<file path="src/rtl/vga_pkg.sv">
// Shared definitions for the VGA test-pattern source: pattern modes,
// colour-bar palette and raster timing helpers.
package vga_pkg;

    typedef enum logic [2:0] {
        MODE_BARS  = 3'd0,
        MODE_RAMP  = 3'd1,
        MODE_CHECK = 3'd2,
        MODE_GRID  = 3'd3,
        MODE_FRAME = 3'd4
    } mode_e;

    // Bar colours as {R,G,B} full-on flags.
    localparam logic [2:0] BAR_WHITE   = 3'b111;
    localparam logic [2:0] BAR_YELLOW  = 3'b110;
    localparam logic [2:0] BAR_CYAN    = 3'b011;
    localparam logic [2:0] BAR_GREEN   = 3'b010;
    localparam logic [2:0] BAR_MAGENTA = 3'b101;
    localparam logic [2:0] BAR_RED     = 3'b100;
    localparam logic [2:0] BAR_BLUE    = 3'b001;
    localparam logic [2:0] BAR_BLACK   = 3'b000;

    function automatic logic [2:0] bar_color(input logic [2:0] idx);
        logic [2:0] c;
        case (idx)
            3'd0:    c = BAR_WHITE;
            3'd1:    c = BAR_YELLOW;
            3'd2:    c = BAR_CYAN;
            3'd3:    c = BAR_GREEN;
            3'd4:    c = BAR_MAGENTA;
            3'd5:    c = BAR_RED;
            3'd6:    c = BAR_BLUE;
            default: c = BAR_BLACK;
        endcase
        return c;
    endfunction

    function automatic int line_total(input int active, input int fp, input int sync, input int bp);
        return active + fp + sync + bp;
    endfunction

    function automatic int sync_start(input int active, input int fp);
        return active + fp;
    endfunction

endpackage

</file>
<file path="src/rtl/vga_timing.sv">
// Raster timing: pixel-clock divider, horizontal/vertical counters and the
// raw (unregistered) DE/sync/frame-start flags for the current pixel.
module vga_timing
    import vga_pkg::*;
#(
    parameter int H_ACTIVE = 640,
    parameter int H_FP     = 16,
    parameter int H_SYNC   = 96,
    parameter int H_BP     = 48,
    parameter int V_ACTIVE = 480,
    parameter int V_FP     = 10,
    parameter int V_SYNC   = 2,
    parameter int V_BP     = 33,
    parameter int CLK_DIV  = 4,
    parameter int HW       = $clog2(line_total(H_ACTIVE, H_FP, H_SYNC, H_BP)),
    parameter int VW       = $clog2(line_total(V_ACTIVE, V_FP, V_SYNC, V_BP))
) (
    input  logic          clk,
    input  logic          rst,
    output logic          pe,
    output logic          pck,
    output logic [HW-1:0] hcnt,
    output logic [VW-1:0] vcnt,
    output logic          line_end,
    output logic          de_raw,
    output logic          hs_act,
    output logic          vs_act,
    output logic          frame_first
);

    localparam int H_TOTAL = line_total(H_ACTIVE, H_FP, H_SYNC, H_BP);
    localparam int V_TOTAL = line_total(V_ACTIVE, V_FP, V_SYNC, V_BP);
    localparam int H_SS    = sync_start(H_ACTIVE, H_FP);
    localparam int V_SS    = sync_start(V_ACTIVE, V_FP);
    localparam int DW      = $clog2(CLK_DIV);

    logic [DW-1:0] divcnt;
    logic [DW-1:0] divcnt_nxt;

    assign pe         = (divcnt == DW'(CLK_DIV - 1));
    assign divcnt_nxt = pe ? '0 : divcnt + DW'(1);

    // PCK follows the next divider value so it falls on the edge the
    // outputs change and rises half a pixel later.
    always_ff @(posedge clk or posedge rst) begin
        if (rst) begin
            divcnt <= '0;
            pck    <= 1'b0;
        end else begin
            divcnt <= divcnt_nxt;
            pck    <= (divcnt_nxt >= DW'(CLK_DIV / 2));
        end
    end

    assign line_end = (32'(hcnt) == H_TOTAL - 1);

    always_ff @(posedge clk or posedge rst) begin
        if (rst) begin
            hcnt <= '0;
            vcnt <= '0;
        end else if (pe) begin
            if (line_end) begin
                hcnt <= '0;
                vcnt <= (32'(vcnt) == V_TOTAL - 1) ? '0 : vcnt + VW'(1);
            end else begin
                hcnt <= hcnt + HW'(1);
            end
        end
    end

    assign de_raw      = (32'(hcnt) < H_ACTIVE) && (32'(vcnt) < V_ACTIVE);
    assign hs_act      = (32'(hcnt) >= H_SS) && (32'(hcnt) < H_SS + H_SYNC);
    assign vs_act      = (32'(vcnt) >= V_SS) && (32'(vcnt) < V_SS + V_SYNC);
    assign frame_first = (hcnt == '0) && (vcnt == '0);

endmodule

</file>
<file path="src/rtl/vga_pattern_gen.sv">
// VGA test-pattern source: selects one of five patterns per frame and
// registers RGB, sync, DE and frame-start one pixel behind the counters.
module vga_pattern_gen
    import vga_pkg::*;
#(
    parameter int   H_ACTIVE = 640,
    parameter int   H_FP     = 16,
    parameter int   H_SYNC   = 96,
    parameter int   H_BP     = 48,
    parameter int   V_ACTIVE = 480,
    parameter int   V_FP     = 10,
    parameter int   V_SYNC   = 2,
    parameter int   V_BP     = 33,
    parameter logic HS_POL   = 1'b0,
    parameter logic VS_POL   = 1'b0,
    parameter int   CLK_DIV  = 4,
    parameter int   COLOR_W  = 8,
    parameter int   CHK_LOG2 = 5
) (
    input  logic               CLK,
    input  logic               RST,
    input  logic [2:0]         MODE,
    output logic [COLOR_W-1:0] VGA_R,
    output logic [COLOR_W-1:0] VGA_G,
    output logic [COLOR_W-1:0] VGA_B,
    output logic               VGA_HS,
    output logic               VGA_VS,
    output logic               VGA_DE,
    output logic               PCK,
    output logic               FRAME_START
);

    localparam int HW    = $clog2(line_total(H_ACTIVE, H_FP, H_SYNC, H_BP));
    localparam int VW    = $clog2(line_total(V_ACTIVE, V_FP, V_SYNC, V_BP));
    localparam int BAR_W = H_ACTIVE / 8;
    localparam int BW    = (BAR_W > 1) ? $clog2(BAR_W) : 1;

    logic          pe;
    logic [HW-1:0] hcnt;
    logic [VW-1:0] vcnt;
    logic          line_end;
    logic          de_raw;
    logic          hs_act;
    logic          vs_act;
    logic          frame_first;

    vga_timing #(
        .H_ACTIVE (H_ACTIVE),
        .H_FP     (H_FP),
        .H_SYNC   (H_SYNC),
        .H_BP     (H_BP),
        .V_ACTIVE (V_ACTIVE),
        .V_FP     (V_FP),
        .V_SYNC   (V_SYNC),
        .V_BP     (V_BP),
        .CLK_DIV  (CLK_DIV),
        .HW       (HW),
        .VW       (VW)
    ) u_timing (
        .clk         (CLK),
        .rst         (RST),
        .pe          (pe),
        .pck         (PCK),
        .hcnt        (hcnt),
        .vcnt        (vcnt),
        .line_end    (line_end),
        .de_raw      (de_raw),
        .hs_act      (hs_act),
        .vs_act      (vs_act),
        .frame_first (frame_first)
    );

    // 8-bit frame count left-aligned into COLOR_W (truncated or zero-padded).
    function automatic logic [COLOR_W-1:0] frame_to_color(input logic [7:0] v);
        logic [COLOR_W-1:0] o;
        o = '0;
        for (int i = 0; i < COLOR_W && i < 8; i++) begin
            o[COLOR_W-1-i] = v[7-i];
        end
        return o;
    endfunction

    logic [BW-1:0]      bar_px;
    logic [2:0]         bar_idx;
    logic [2:0]         mode_q;
    logic [7:0]         frame_cnt;
    logic [2:0]         mode_eff;
    logic [7:0]         frame_eff;
    logic [2:0]         bar;
    logic               white;
    logic [COLOR_W-1:0] pat_r;
    logic [COLOR_W-1:0] pat_g;
    logic [COLOR_W-1:0] pat_b;

    // Bar index tracks hcnt with a width counter; bar 7 absorbs the remainder.
    always_ff @(posedge CLK or posedge RST) begin
        if (RST) begin
            bar_px  <= '0;
            bar_idx <= '0;
        end else if (pe) begin
            if (line_end) begin
                bar_px  <= '0;
                bar_idx <= '0;
            end else if (bar_idx != 3'd7) begin
                if (bar_px == BW'(BAR_W - 1)) begin
                    bar_px  <= '0;
                    bar_idx <= bar_idx + 3'd1;
                end else begin
                    bar_px <= bar_px + BW'(1);
                end
            end
        end
    end

    // The frame-start pixel already uses the newly sampled mode and count.
    always_comb begin
        mode_eff  = frame_first ? MODE : mode_q;
        frame_eff = frame_first ? frame_cnt + 8'd1 : frame_cnt;
        bar       = bar_color(bar_idx);
        white     = 1'b0;
        pat_r     = '0;
        pat_g     = '0;
        pat_b     = '0;
        case (mode_eff)
            MODE_BARS: begin
                pat_r = {COLOR_W{bar[2]}};
                pat_g = {COLOR_W{bar[1]}};
                pat_b = {COLOR_W{bar[0]}};
            end
            MODE_RAMP: begin
                pat_r = COLOR_W'(hcnt);
                pat_g = COLOR_W'(hcnt);
                pat_b = COLOR_W'(hcnt);
            end
            MODE_CHECK: begin
                white = (((32'(hcnt) >> CHK_LOG2) ^ (32'(vcnt) >> CHK_LOG2)) & 32'd1) != 32'd0;
            end
            MODE_GRID: begin
                white = ((32'(hcnt) & 32'h1F) == 32'd0) || ((32'(vcnt) & 32'h1F) == 32'd0) ||
                        (32'(hcnt) == H_ACTIVE - 1) || (32'(vcnt) == V_ACTIVE - 1);
            end
            MODE_FRAME: begin
                pat_r = frame_to_color(frame_eff);
                pat_g = frame_to_color(~frame_eff);
            end
            default: ;
        endcase
        if (white) begin
            pat_r = '1;
            pat_g = '1;
            pat_b = '1;
        end
    end

    always_ff @(posedge CLK or posedge RST) begin
        if (RST) begin
            mode_q      <= '0;
            frame_cnt   <= '0;
            VGA_R       <= '0;
            VGA_G       <= '0;
            VGA_B       <= '0;
            VGA_DE      <= 1'b0;
            VGA_HS      <= ~HS_POL;
            VGA_VS      <= ~VS_POL;
            FRAME_START <= 1'b0;
        end else if (pe) begin
            if (frame_first) begin
                mode_q    <= MODE;
                frame_cnt <= frame_cnt + 8'd1;
            end
            VGA_R       <= de_raw ? pat_r : '0;
            VGA_G       <= de_raw ? pat_g : '0;
            VGA_B       <= de_raw ? pat_b : '0;
            VGA_DE      <= de_raw;
            VGA_HS      <= hs_act ? HS_POL : ~HS_POL;
            VGA_VS      <= vs_act ? VS_POL : ~VS_POL;
            FRAME_START <= frame_first;
        end
    end

endmodule

</file>
<file path="config.mk">
export PLATFORM = sky130hd
export DESIGN_NAME = vga_pattern_gen
export DESIGN_NICKNAME = d
export VERILOG_FILES = /design/src/rtl/vga_pkg.sv /design/src/rtl/vga_timing.sv /design/src/rtl/vga_pattern_gen.sv
export SDC_FILE = /design/constraint.sdc
export NUM_CORES = 1
export LEC_CHECK = 0
export CORE_MARGIN = 5
export CORE_UTILIZATION = 40
export CTS_CLUSTER_DIAMETER = 40
export DETAILED_ROUTE_END_ITERATION = 12
export DONT_BUFFER_PORTS = 1
export PLACE_DENSITY_LB_ADDON = 0.3
export RECOVER_POWER = 25
export SLEW_MARGIN = 10
export SYNTH_ARGS = -nofsm -noshare
export SYNTH_HDL_FRONTEND = slang
export SYNTH_SLANG_ARGS = --single-unit
</file>
<file path="constraint.sdc">
create_clock -name CLK -period 2.6 [get_ports CLK]
set_input_delay 0.39 -clock CLK [delete_from_list [all_inputs] [get_ports CLK]]
set_output_delay 0.39 -clock CLK [all_outputs]
set_load 0.05 [all_outputs]
</file>
==> impl_metrics.ini, run 1 <==
[power_and_ir_drop]
finalPower_uw = 2380
power.leakage_uw = 0.00205
clkPwrFrac_pct = 43.4
internal_power_uw = 1740
share_seq_of_total_power_pct = 53.1
power_switching_share_pct = 27.0
switching_power_uw = 643
share_comb_of_total_power_pct = 3.5
powerDensity_mw_per_mm2 = 501
vdd.ir_drop.worst_mv = 0.234

[grt]
wire_length_of_the_first_global_routing_pass_um = 17300
grt_use_met1_pct = 25.1
largest_net_degree_at_the_start_of_global_routing = 41
met2_capacity_usage_during_global_routing_pct = 24.3
grt_usage_pct = 17.1
via_count_of_the_first_global_routing_pass = 3314
antenna_found_initial = 0
grt.overflow.total = 0
grt_busiest_layer = met1
groute.layer.met3.usage_pct = 4.31

[sta]
tightest_slew_ns = 1.20
drv_slew = 0
post-route-period-util_pct = 98.4
upper_clock_frequency_limit_mhz = 391
finClkSkew_ns = 0.0132
slew_limit_headroom_pct = 20.0
finalSetupViolations = 0
report.final.hold_viol_count = 0
worst_hold_slack_ns = 0.176
worst_setup_margin_ns = 0.0423
unrepaired_setup_endpoints_after_global_routing = yes
fin_crit_ns = 2.56

[drt]
drt-initial-drc-count = 342
drt_drc_violations_left = 0
drt-vias-per-instance = 5.75
wl_um = 10300
postRouteAntennaNets = 0
routedWlPerCell_um = 17.6
drt_pass1_iterations = 5
vias = 3370

[synthesis]
synth_area_leader_cell = dfrtp_1
synth.yosys.seq_area_share_pct = 43.5
post_synth.cell_area_avg_um2 = 9.84
synth_area_mm2 = 0.00409
synth-seq-cells = 71
postSynthNetCount = 435
synthesis.yosys.warnings = 0
netlist_instances = 416
ys.flop_type = dfrtp_1
synthArstFlopShare_pct = 100
synth_area_leaders = dfrtp_1 42%, ha_1 4.3%, nand2_1 3.3%
synth_enable_flop_cells = 0
post_synth_most_frequent_cells = 69 x dfrtp_1, 36 x nand2_1, 26 x nand3_1, 26 x nor2_1, 18 x o21ai_0
synthMostInstantiatedCell = dfrtp_1
yosysTopAreaCellShare_pct = 42.2
post_synth_num_cell_types = 66

[layout]
final_layout_size_suffix_gt1_share_pct = 20.2
utilization_pct = 46.8
areaGrowthSynthToFinish_pct = 16.0
finish.cell_count_without_fillers = 586
fillerInstances = 922
n_antenna_cell = 0
design.final.nets = 464

[min_path]
hp-start = MODE[0]
holdCritPathClass = in2reg
worst_hold_path.num_cells = 1
timing.hold.worst_endpoint = mode_q[0]

[die]
core_region_area_mm2 = 0.0101
pin_count = 34
die_width_um = 111
floorplan.initialDensity_pct = 40.4
die_area_mm2 = 0.0124
die_height_um = 111
row_count = 37

[clock_network]
h-tree-depth = 3
sinks_on_the_clock_net = 71
number_of_hold_buffers_added_after_cts = 0
tritoncts = yes
clock_path_buffers = 2
root_buffer = clkbuf_8
clk_pin_slew_worst_paths_ns = 0.08
clock_insertion_delay_at_the_later_pin_of_the_skew_report_ns = 0.37
cts_inserted_buffers = 9

[worst_setup_path]
worst_setup_path_end_kind = flop
worst_r2r_path_depth = 8
start_kind = flop
critPathRequiredTime_ns = 2.88
worst_r2r_endpoint = VGA_R[3]
slack_of_the_worst_reg_to_reg_path_ns = 0.04
worstSetupPathType = reg2reg
critical_path_arrival_ns = 2.83
critical_path.max_fanout = 7
worstReg2RegStart = u_timing.vcnt[0]

[placement]
place_inst = 567
dpl.hpwl_um = 7430
placement.io_buffers = 0
final_weighted_congestion_in_routability_driven_placement = 0.868
pre_cts_setup_slack_ns = -0.0177

[run_status]
run_status = complete, no violations

[flow_run]
max-cap-violations = 0
worst max-delay path, cell delays in order, from the launching register on:
cell,delay (ns)
dfrtp_1,0.39
inv_2,0.08
ha_4,0.14
or4b_4,0.50
or3_4,0.45
o41ai_2,0.32
o211ai_1,0.20
a21o_4,0.30
o211ai_1,0.09
worst max-delay path by stage:
stage,from,end
5_1_grt,u_timing.vcnt[1],VGA_R[3]
2_1_floorplan,u_timing.hcnt[0],frame_cnt[1]
6_report,u_timing.vcnt[0],VGA_R[3]
3_3_place_gp,u_timing.vcnt[1],VGA_R[7]
4_1_cts,u_timing.hcnt[0],VGA_R[0]
3_5_place_dp,u_timing.vcnt[1],VGA_R[7]
per-layer routing:
layer / share of wire (%) / wire length (um)
met5: 0 / 0
met4: 2.4 / 245
met3: 6.8 / 704
met2: 44 / 4510
met1: 47 / 4880
cell families (layout without fill, tap and decap cells):
| logic type | after synthesis | after routing | share of synthesized area, % |
|---|---|---|---|
| AND/OR/NAND/NOR | 162 | 163 | 21.9 |
| AO/OA/AOI/OAI | 92 | 92 | 17.4 |
| flip-flops | 71 | 71 | 43.5 |
| buffers and inverters | 41 | 74 | 4.77 |
| XOR/XNOR | 26 | 26 | 5.56 |
| adder cells (fa/ha/maj) | 14 | 14 | 4.28 |
| multiplexers | 10 | 10 | 2.66 |
flip-flops by register name, indices dropped and copies added (netlist names), 2 cells and up:
signal,count
frame_cnt,8
u_timing.vcnt,10
mode_q,3
VGA_R,8
VGA_B,8
u_timing.divcnt,2
VGA_G,8
bar_idx,3
bar_px,7
u_timing.hcnt,10
layout by cell type (no fill, tap or decap), types with 3 or more instances in the layout:
master     synthesis  layout
nor2_1            26      25
ha_1              14      13
inv_1             17      15
or3_1              4       4
nor4b_1            6       6
buf_4              3      40
o21ai_0           18      18
and4_1             4       4
clkbuf_8           0      10
nor4_1             5       5
nand2b_1           6       6
mux2_2             6       5
a221o_1            8       8
nand3b_1           3       3
nor2b_1            4       4
and3_1             6       6
xnor2_1           12      12
nand2_1           36      36
a211oi_1           3       3
o2111ai_1          6       4
xor2_1            14      14
o31ai_1            4       4
o2111ai_2          2       4
a21oi_1           12      11
a22oi_1            6       6
a21o_1             6       5
nand4_1           10      10
o211ai_1           7       7
mux2i_1            3       3
dfrtp_1           69      69
nor3_1            12      12
nand3_1           26      26
final cells by class:
cell class / count / area [um2] / share of cell area [%]
Clock buffer: 10 / 138 / 2.90
Clock inverter: 6 / 92.6 / 1.95
Inverter: 17 / 63.8 / 1.34
Multi-Input combinational cell: 305 / 2200 / 46.3
Sequential cell: 71 / 1780 / 37.5
Tap cell: 136 / 170 / 3.58
Timing Repair Buffer: 41 / 305 / 6.43
per-stage QoR:
step	area [um2]	TNS [ns]
detailed placement	4440	-0.0458
finish	4750	0
floorplan	4090	0
global route	4750	-0.336
CTS	4690	0
global placement	4440	0
power groups by stage:
| stage | sequential (uW) | clock (uW) | combinational (uW) |
|---|---|---|---|
| 2_1_floorplan | 1280 | 0 | 70.2 |
| 5_1_grt | 1270 | 1100 | 97.7 |
| 6_report | 1260 | 1030 | 82.9 |
| 4_1_cts | 1270 | 1050 | 85.8 |
| 3_3_place_gp | 1290 | 0 | 81.2 |
| 3_5_place_dp | 1290 | 0 | 85.1 |
timing repair:
action,CTS,global route
setup buffers,0,2
endpoints found under the setup margin,12,27
gates cloned,0,1
resized for setup,4,12
pin swaps,1,7
No activity file was read; power rests on OpenSTA's default activity.
==> inputs of run 2 (changes only) <==
BUFFER_PORTS_ARGS = -buffer_cell sky130_fd_sc_hd__buf_2   (was default)
DONT_BUFFER_PORTS = default   (was 1)
RECOVER_POWER = default   (was 25)
==> impl_metrics.ini, run 2 (synthesis gave the netlist of run 1 again) <==
[worst_setup_path]
crit_path_max_incr_delay_ns = 0.50
worst_setup_path_end_kind = flop
start_kind = flop
critical-path-top-delay-family = simple AND/OR/NAND/NOR gates
cp.buffers_inverters = 1
worstSetupPathType = reg2reg
critical_path_arrival_ns = 2.84
path_cells = inv_2 -> ha_4 -> or4b_4 -> or3_4 -> o21ai_1 -> o211ai_1 -> a21o_2 -> o2111ai_1
critical_path.max_fanout = 7
timing.critical_path.slowest_stage_cell = or4b_4
critPathRequiredTime_ns = 2.87

[sta]
report.final.hold_viol_count = 0
drv_slew = 0
post-route-period-util_pct = 99.0
upper_clock_frequency_limit_mhz = 388
tightest_slew_ns = 0.836
finClkSkew_ns = 0.00785
slew_limit_headroom_pct = 43.5
finalSetupViolations = 0
fin_crit_ns = 2.57
worst_hold_slack_ns = 0.0570

[die]
die_height_um = 111
floorplan.initialDensity_pct = 40.4
die_area_mm2 = 0.0124
die_width_um = 111
pin_count = 34
core_region_area_mm2 = 0.0101
row_count = 37

[clock_network]
root_buffer = clkbuf_8
h-tree-depth = 3
clk_pin_slew_worst_paths_ns = 0.08
clock_insertion_delay_at_the_later_pin_of_the_skew_report_ns = 0.36
clock_path_buffers = 2
tritoncts = yes
cts_inserted_buffers = 9
sinks_on_the_clock_net = 71
number_of_hold_buffers_added_after_cts = 0

[placement]
final_weighted_congestion_in_routability_driven_placement = 0.882
dpl.hpwl_um = 7740
placement.io_buffers = 33
post_dp_cell_area_mm2 = 0.00461

[power_and_ir_drop]
internal_power_uw = 1640
share_comb_of_total_power_pct = 10.2
powerDensity_mw_per_mm2 = 464
finalPower_uw = 2280
switching_power_uw = 641
vdd.ir_drop.worst_mv = 0.215
share_seq_of_total_power_pct = 50.6
clkPwrFrac_pct = 39.2
power.leakage_uw = 0.00219
power_switching_share_pct = 28.1

[layout]
final_layout_size_suffix_gt1_share_pct = 26.4
areaGrowthSynthToFinish_pct = 20.1
n_antenna_cell = 0
final_common_cell = dfrtp_1
post-route-cell-area_mm2 = 0.00492
area_of_the_multi_input_gates_mm2 = 0.00221
fillerInstances = 957
largest_registers = u_timing.hcnt (10), u_timing.vcnt (10)
utilization_pct = 48.5
layout_common_cells = 69 x dfrtp_1, 41 x buf_4, 35 x nand2_1, 33 x buf_2, 26 x nand3_1
design.final.nets = 499
final-seq-area_mm2 = 0.00178

[grt]
grt.overflow.total = 0
largest_net_degree_at_the_start_of_global_routing = 29
grt_usage_pct = 17.6
antenna_found_initial = 0
via_count_of_the_first_global_routing_pass = 3402
wire_length_of_the_first_global_routing_pass_um = 17700

[drt]
postRouteAntennaNets = 0
drt-vias-per-instance = 5.61
vias = 3484
drt_drc_violations_left = 0
drt_pass1_iterations = 4
drt-initial-drc-count = 275
wl_um = 10600
routedWlPerCell_um = 17.0

[flow_run]
max-cap-violations = 0

[run_status]
run_status = complete, no violations

[min_path]
holdCritPathClass = in2async
==> run 2: repair_timing <==
| action | 4_1_cts | 5_1_grt |
|---|---|---|
| cloned | 1 | 1 |
| endpoints found under the setup margin | 24 | 27 |
| gates resized for setup | 4 | 13 |
| setup buffers | 0 | 2 |
| pin swaps | 2 | 8 |
==> run 2: routing by layer <==
metal	track usage, %	up-vias	wire length (um)
met5	0	-	0
li1	-	1675	-
met4	6.65	0	220
met1	24.7	1702	4930
met3	2.95	18	553
met2	27.3	89	4880
==> run 2: final timing paths <==
path                                    start                 end  slack, ns  cells past startpoint
max                          u_timing.vcnt[0]            VGA_R[4]       0.03                      8
min                                       RST            VGA_G[6]       0.06                      2
max reg2reg                  u_timing.vcnt[0]            VGA_R[4]       0.03                      8
min reg2reg                u_timing.divcnt[0]  u_timing.divcnt[0]       0.44                      1
max in group asynchronous                 RST              VGA_VS       1.96                      3
min in group CLK                      MODE[0]           mode_q[0]       0.38                      2
==> run 2: power by group through the flow <==
stage,Combinational [uW],Sequential (uW),Clock [uW]
floorplan,70.2,1280,0
detailed placement,232,1180,0
CTS,233,1150,916
finish,232,1160,894
global route,248,1160,958
global placement,229,1180,0
==> run 2: area by class of cell <==
cell class                      instances  area share, %
Clock buffer                            9           2.52
Inverter                               17           1.30
Timing Repair Buffer                   75           10.0
Tap cell                              136           3.46
Sequential cell                        71           36.2
Multi-Input combinational cell        306           45.0
Clock inverter                          7           1.48
==> run 2: through the flow <==
| stage | cells | TNS [ns] | worst slack [ns] |
|---|---|---|---|
| global route | 621 | -0.00874 | -0.00443 |
| floorplan | 416 | 0 | 0.0748 |
| finish | 621 | 0 | 0.0258 |
| global placement | 601 | 0 | 0.0162 |
| CTS | 618 | 0 | 0.00633 |
| detailed placement | 601 | -0.551 | -0.0842 |
